$ cat config.mk
export PLATFORM = sky130hd
export DESIGN_NAME = camera_sequencer_flat
export DESIGN_NICKNAME = d
export VERILOG_FILES = /design/src/rtl/camera_sequencer_if.sv /design/src/rtl/camera_sequencer.sv /design/src/flat_wrapper.sv
export SDC_FILE = /design/constraint.sdc
export NUM_CORES = 1
export LEC_CHECK = 0
export ABC_AREA = 0
export CAP_MARGIN = 20
export CORE_MARGIN = 3
export CORE_UTILIZATION = 25
export DETAILED_ROUTE_END_ITERATION = 12
export PLACE_DENSITY = 0.39
export REMOVE_ABC_BUFFERS = 1
export SYNTH_ARGS = -nofsm -noshare
export SYNTH_HDL_FRONTEND = slang
export SYNTH_SLANG_ARGS = --single-unit
$ cat constraint.sdc
create_clock -name clk -period 5.6 [get_ports clk]
set_input_delay 1.68 -clock clk [delete_from_list [all_inputs] [get_ports clk]]
set_output_delay 1.68 -clock clk [all_outputs]
set_load 0.01 [all_outputs]
$ cat src/rtl/camera_sequencer_if.sv
// Control and status bundle between a camera sequencer and its controller.
interface camera_sequencer_if #(
  parameter int FRAME_W = 8
);
  logic               enable;
  logic               skip;
  logic               abort;
  logic               shutter;
  logic [1:0]         state;
  logic               frame_done;
  logic [FRAME_W-1:0] frame_cnt;

  modport master (
    output enable, skip, abort,
    input  shutter, state, frame_done, frame_cnt
  );

  modport slave (
    input  enable, skip, abort,
    output shutter, state, frame_done, frame_cnt
  );
endinterface

$ cat src/rtl/camera_sequencer.sv
// Frame sequencer: idle dwell, timed shutter pulses, processing window,
// with abort/skip overrides and a wrapping completed-frame counter.
//
// state     | meaning
// S_IDLE    | dwell before the next frame, counts only while enable=1
// S_EXPOSE  | shutter pulse train, fixed PULSE_CNT*PULSE_GAP+1 cycles
// S_PROCESS | processing window, ends on terminal count or skip
module camera_sequencer #(
  parameter int IDLE_CYC  = 4,
  parameter int PULSE_CNT = 2,
  parameter int PULSE_GAP = 3,
  parameter int PROC_CYC  = 5,
  parameter int CNT_W     = 4,
  parameter int FRAME_W   = 8
) (
  input  logic              clk,
  input  logic              reset,
  camera_sequencer_if.slave bus
);

  typedef enum logic [1:0] {
    S_IDLE    = 2'b00,
    S_EXPOSE  = 2'b01,
    S_PROCESS = 2'b10
  } state_e;

  localparam int              EXP_CYC = PULSE_CNT * PULSE_GAP + 1;
  localparam int              PULSE_SPAN = PULSE_CNT * PULSE_GAP;
  localparam logic [CNT_W-1:0] IDLE_LD = CNT_W'(IDLE_CYC - 1);
  localparam logic [CNT_W-1:0] EXP_LD  = CNT_W'(EXP_CYC - 1);
  localparam logic [CNT_W-1:0] PROC_LD = CNT_W'(PROC_CYC - 1);

  state_e             state_q, state_d;
  logic [CNT_W-1:0]   cnt_q, cnt_d;
  logic               shutter_q, shutter_d;
  logic               frame_done_q, frame_done_d;
  logic [FRAME_W-1:0] frame_cnt_q, frame_cnt_d;
  logic [CNT_W-1:0]   exp_idx_d;

  always_comb begin
    state_d      = state_q;
    cnt_d        = cnt_q;
    frame_done_d = 1'b0;
    frame_cnt_d  = frame_cnt_q;

    if (bus.abort) begin
      state_d = S_IDLE;
      cnt_d   = IDLE_LD;
    end else begin
      case (state_q)
        S_IDLE: begin
          if (bus.enable) begin
            if (cnt_q == '0) begin
              state_d = S_EXPOSE;
              cnt_d   = EXP_LD;
            end else begin
              cnt_d = cnt_q - CNT_W'(1);
            end
          end
        end
        S_EXPOSE: begin
          if (cnt_q == '0) begin
            state_d = S_PROCESS;
            cnt_d   = PROC_LD;
          end else begin
            cnt_d = cnt_q - CNT_W'(1);
          end
        end
        S_PROCESS: begin
          if (bus.skip || (cnt_q == '0)) begin
            state_d      = S_IDLE;
            cnt_d        = IDLE_LD;
            frame_done_d = 1'b1;
            frame_cnt_d  = frame_cnt_q + FRAME_W'(1);
          end else begin
            cnt_d = cnt_q - CNT_W'(1);
          end
        end
        default: begin
          state_d = S_IDLE;
          cnt_d   = IDLE_LD;
        end
      endcase
    end

    // Shutter is decoded from the next-cycle exposure index so it can be registered.
    exp_idx_d = EXP_LD - cnt_d;
    shutter_d = (state_d == S_EXPOSE)
             && ((int'(exp_idx_d) % PULSE_GAP) == 0)
             && (int'(exp_idx_d) < PULSE_SPAN);
  end

  always_ff @(posedge clk) begin
    if (reset) begin
      state_q      <= S_IDLE;
      cnt_q        <= IDLE_LD;
      shutter_q    <= 1'b0;
      frame_done_q <= 1'b0;
      frame_cnt_q  <= '0;
    end else begin
      state_q      <= state_d;
      cnt_q        <= cnt_d;
      shutter_q    <= shutter_d;
      frame_done_q <= frame_done_d;
      frame_cnt_q  <= frame_cnt_d;
    end
  end

  assign bus.state      = state_q;
  assign bus.shutter    = shutter_q;
  assign bus.frame_done = frame_done_q;
  assign bus.frame_cnt  = frame_cnt_q;

endmodule

$ cat src/flat_wrapper.sv
// flat-port wrapper written by rule: the top's interface ports become plain ports
module camera_sequencer_flat 
#(
  parameter int IDLE_CYC  = 4,
  parameter int PULSE_CNT = 2,
  parameter int PULSE_GAP = 3,
  parameter int PROC_CYC  = 5,
  parameter int CNT_W     = 4,
  parameter int FRAME_W   = 8
)
  (clk, reset, bus_enable, bus_skip, bus_abort, bus_shutter, bus_state, bus_frame_done, bus_frame_cnt);
  camera_sequencer_if #(.FRAME_W(FRAME_W)) bus_i ();
  input  logic clk;
  input  logic reset;
  input wire logic [$bits(bus_i.enable)-1:0] bus_enable;
  input wire logic [$bits(bus_i.skip)-1:0] bus_skip;
  input wire logic [$bits(bus_i.abort)-1:0] bus_abort;
  output wire logic [$bits(bus_i.shutter)-1:0] bus_shutter;
  output wire logic [$bits(bus_i.state)-1:0] bus_state;
  output wire logic [$bits(bus_i.frame_done)-1:0] bus_frame_done;
  output wire logic [$bits(bus_i.frame_cnt)-1:0] bus_frame_cnt;
  assign bus_i.enable = bus_enable;
  assign bus_i.skip = bus_skip;
  assign bus_i.abort = bus_abort;
  assign bus_shutter = bus_i.shutter;
  assign bus_state = bus_i.state;
  assign bus_frame_done = bus_i.frame_done;
  assign bus_frame_cnt = bus_i.frame_cnt;
  camera_sequencer #(.IDLE_CYC(IDLE_CYC), .PULSE_CNT(PULSE_CNT), .PULSE_GAP(PULSE_GAP), .PROC_CYC(PROC_CYC), .CNT_W(CNT_W), .FRAME_W(FRAME_W)) u_core (.clk(clk), .reset(reset), .bus(bus_i));
endmodule
# Word level (Yosys, flattened, before mapping)
# Index checks and enable logic that the tools add are counted.
[word_totals] regBits=16 elab_cells=36
[classes] addsub=3 n_div=1 n_lt_le_gt_ge=1 n_eq_ne=3 n_mux=13 n_bitwise=2 n_reduce_logical=8
[op_table] operator="$logic_not 32->1" n=1
[op_table] operator="$mod 5x3->32 const B" n=1
[op_table] operator="$mux 4" n=5
[op_table] operator="$pmux 4 s3" n=1
[op_table] operator="$mux 2" n=5
[op_table] operator="$add 8x1->8 const B" n=1
[op_table] operator="$pmux 2 s3" n=1
[op_table] operator="$eq 2x1->1 const B" n=2
[op_table] operator="$logic_not 4->1" n=1
[op_table] operator="$lt 4x3->1 const B" n=1
[op_table] operator="$sub 3x4->4 const A" n=1
[op_table] operator="$sub 4x1->4 const B" n=1
[op_table] operator="$reduce_and 3->1" n=1
[op_table] operator="$reduce_or 3->1" n=1
[op_table] operator="$eq 2x2->1 const B" n=1
[op_table] operator="$logic_and 1x1->1" n=2
[op_table] operator="$logic_not 2->1" n=1
[op_table] operator="$not 1->1" n=2
[op_table] operator="$logic_or 1x1->1" n=1
[op_table] operator="$mux 1" n=1

# Depth between registers and ports, before layout
[depth] depth_word=10 depth_mapped=18 mapped_depth_nobuf=17

# Least setup slack after synthesis
# Ideal clock, no wire load.
[synth_timing] kind="in2reg" startpoint="in bus_enable" endpoint="reg u_core.shutter_q, in the netlist u_core.bus.shutter" setup_ps=118 t_arrival_ps=4372 required_time_ps=5482 slack_ps=1110 path_stages=14 n_path_buf=1 cell_sequence="nor3_1 -> a311oi_1 -> a2111o_2 -> ha_1 -> xnor2_2 -> a21oi_1 -> inv_1 -> ha_1 -> clkbuf_1 -> nor3b_1 -> xnor2_1 -> ha_1 -> and4b_1 -> o2111a_1"
[synth_via] elab_chain_len=8
[synth_lines] element="from (decl)" line="flat_wrapper.sv:15" text="input wire logic [$bits(bus_i.enable)-1:0] bus_enable;"
[synth_lines] element="$mux 4 *" line="camera_sequencer.sv:52" text="if (bus.enable) begin"
[synth_lines] element="$pmux 4 s3 *" line="camera_sequencer.sv:50" text="case (state_q)"
[synth_lines] element="$mux 4 *" line="camera_sequencer.sv:46" text="if (bus.abort) begin"
[synth_lines] element="via u_core.cnt_d[1]" line="camera_sequencer.sv:34" text="logic [CNT_W-1:0] cnt_q, cnt_d;"
[synth_lines] element="$sub 3x4->4 *" line="camera_sequencer.sv:87" text="exp_idx_d = EXP_LD - cnt_d;"
[synth_lines] element="$mod 5x3->32" line="camera_sequencer.sv:89" text="&& ((int'(exp_idx_d) % PULSE_GAP) == 0)"
[synth_lines] element="$logic_not 32->1" line="camera_sequencer.sv:89"
[synth_lines] element="$logic_and 1x1->1" line="camera_sequencer.sv:89"
[synth_lines] element="$logic_and 1x1->1 *" line="camera_sequencer.sv:90" text="&& (int'(exp_idx_d) < PULSE_SPAN);"
[synth_lines] element="to (signal assigned)" line="camera_sequencer.sv:103" text="shutter_q <= shutter_d;"
[synth_lines] element="to (decl)" line="camera_sequencer.sv:35" text="logic shutter_q, shutter_d;"
# The timed path passes the listed nets; every way through them passes the cells marked *.
# A chain may end at the register's enable or synchronous reset.

# Worst setup path in the final report
# Ends and elaborated chain as after synthesis.

==> results.txt <==
H-tree depth -> 1
Clk pin slew, worst setup/hold paths -> 0.06 ns
Post-CTS Setup Inserts -> 0
First-pass GRT wire length -> 4278 µm
Synth unique cells -> 51
Share of cells above drive strength 1 -> 12.50%
Crit path kind -> in2reg
Commonest non-fill, non-tap cells in the layout -> nor2_1, clkdlybuf4s50_1, dfxtp_1, inv_1, ha_1
DRC viols -> 0
Initial antenna violation count -> 0
FFs w/ async S/R, synth -> 0%
Flops & latches, synth -> 16
Final wirelength -> 2597 µm
Reg2reg setup slack -> 1.72 ns
GR Util All Layers -> 10.09%
CTS tree -> yes
Number of synthesized flops with an enable pin -> 0
WP data required -> 5.74 ns
Die Area -> 5324 µm²
Mean Syn Cell Area -> 8.758 µm²
Cell count of the worst reg-to-reg path -> 15
Max Root-Sink Buffers -> 2
N_diodes -> 0
Yosys Warn Count -> 0
# rows -> 23
GP Congestion -> 0.8209
Setup crit start kind -> input port
Largest net degree at the start of global routing -> 16
Worst Setup End Kind -> register
Total number of vias -> 978
CTS Hold Buffers Added -> 0
Area Overhead vs Synth -> 22.66%
Peak VDD IR -> 0.09747 mV
DR pass1 iterations -> 4
Clock Latency Late Sink -> 0.25 ns
Setup TNS -> 0 ns
CTS Root Cell -> clkbuf_8
FMAX -> 199.9 MHz
Fin crit share -> 89.34%
RSZ-0062 raised after global routing -> false
# setup viols final -> 0
Slew Limit Headroom -> 50.03%
Slew Viols, Final -> 0
Setup Skew -> 0.002709 ns
Post-DP HPWL -> 1933 µm
Initial core utilization -> 26.87%
Vias in the first global route -> 951
CP endpoint -> u_core.bus.shutter
Commonest non-fill, non-tap cell in the layout -> nor2_1
DIE HEIGHT -> 72.97 µm
Worst Hold Class -> reg2reg
Routed Antenna Nets -> 0
Crit path time final -> 5.003 ns
Die Wd -> 72.97 µm
Outcome -> completed
Final Power -> 260.0 µW
Final hold viol count -> 0
Worst Tran Pin Value -> 0.7307 ns
Crit-path max FO -> 8
CP startpoint -> bus_enable
IO Pins -> 17
Final nets -> 158
Syn Inst Count -> 128
WP data arrival -> 5.14 ns
Power Density -> 189.0 nW/µm²
Number of max-cap violations -> 0
Layout filler cell count -> 445
Netlist Area Pre-Place -> 1121 µm²
Post_cts resized -> 0
R2r endpoint -> u_core.bus.shutter
GRT overflow -> 0
Routed WL per cell -> 13.39 µm
Vias/cell -> 5.041
Clock Sinks -> 16
IO Port Bufs -> 16
1st-iter DRT viols -> 66
Area of the core -> 4173 µm²
Num CTS Buffers -> 3
Worst reg2reg startpoint -> u_core.cnt_q[0]
Leak -> 0.5079 nW
Seq/Total Area, Yosys -> 28.57%
Main flop type after synthesis -> dfxtp_1
==> sequential cells by signal, indices dropped and copies added, names as in the netlist <==
name,cells
u_core.cnt_q,4
u_core.bus.state,2
u_core.bus.frame_done,1
u_core.bus.shutter,1
u_core.bus.frame_cnt,8
==> metrics by stage <==
stage | setup WS, ns | std cells | hold WS, ns | cell area, µm² | utilization, %
floorplan | 1.173 | 124 | 0.5495 | 1097 | -
global placement | 0.3336 | 190 | 0.5113 | 1320 | 31.63
detailed placement | 0.3509 | 190 | 0.5133 | 1320 | 31.63
CTS | 0.6008 | 194 | 0.5353 | 1375 | 32.95
global route | 0.4211 | 194 | 0.5780 | 1375 | 32.95
finish | 0.5968 | 194 | 0.5284 | 1375 | 32.95
==> layout make-up <==
type                       count  area [µm²]  area share, %
clock buffer                   4       55.05          4.004
inverter                       9       33.78          2.457
sequential                    16       320.3          23.29
timing repair buffer          16       160.2          11.65
multi-input combinational     99       743.2          54.05
tap                           50       62.56          4.550
==> routing by layer <==
layer  wire length [µm]  part of all wire, %  global-route usage, %
met5                  0                    0                      0
met2               1185                   46                  16.63
met4                 13                 0.50                  1.844
met3                 99                  3.8                  2.893
met1               1298                   50                  13.18
==> power by group <==
group	switching, mW	leakage [nW]	internal [mW]
logic	0.0228	0.350	0.0183
registers	0.000577	0.129	0.114
clock network	0.0417	0.0288	0.0624
==> kinds of logic (layout without fill, tap and decap cells) <==
kind of cell | after synthesis | count (layout) | synth area share (%)
XOR/XNOR | 10 | 10 | 8.482
AO/OA/AOI/OAI | 24 | 24 | 17.74
flip-flops | 16 | 16 | 28.57
adder cells (fa/ha/maj) | 8 | 8 | 8.929
AND/OR/NAND/NOR | 55 | 55 | 28.91
buffers and inverters | 13 | 29 | 5.133
multiplexers | 2 | 2 | 2.232
==> critical path, cell delays in order <==
cell and delay (ns):
clkdlybuf4s50_1 0.52, nor3_1 0.22, a311oi_1 0.07, a2111o_2 0.54
ha_1 0.25, xnor2_2 0.21, a21oi_1 0.25, inv_1 0.11
ha_1 0.30, nor3b_1 0.26, xnor2_1 0.09, ha_1 0.20
and4b_1 0.20, o2111a_1 0.24
==> synthesized netlist by cell type, types with 2 or more instances <==
cell type	number	area (µm²)
ha_1	8	100.1
clkbuf_1	2	7.510
inv_1	8	30.03
nor3_1	2	10.01
xnor2_1	4	35.03
nand3_1	4	20.02
xor2_1	5	43.79
or4_1	2	15.01
nor2_1	17	63.81
nand2_1	6	22.52
a21o_1	2	15.01
a31oi_1	2	12.51
nor3b_1	4	30.03
o21ai_0	3	15.01
nand2b_1	2	12.51
a21oi_1	4	20.02
dfxtp_1	16	320.3
nand4_1	4	25.02
==> how the worst min path moves through the flow <==
stage                            startpoint  slack [ns]                 endpoint  depth (start not counted)
floorplan           u_core.bus.frame_cnt[7]        0.55  u_core.bus.frame_cnt[7]                          2
global placement    u_core.bus.frame_cnt[7]        0.51  u_core.bus.frame_cnt[7]                          2
detailed placement  u_core.bus.frame_cnt[7]        0.51  u_core.bus.frame_cnt[7]                          2
CTS                 u_core.bus.frame_cnt[7]        0.54  u_core.bus.frame_cnt[7]                          2
global route        u_core.bus.frame_cnt[7]        0.58  u_core.bus.frame_cnt[7]                          2
finish              u_core.bus.frame_cnt[7]        0.53  u_core.bus.frame_cnt[7]                          2
(Power assumes the default switching activity.)
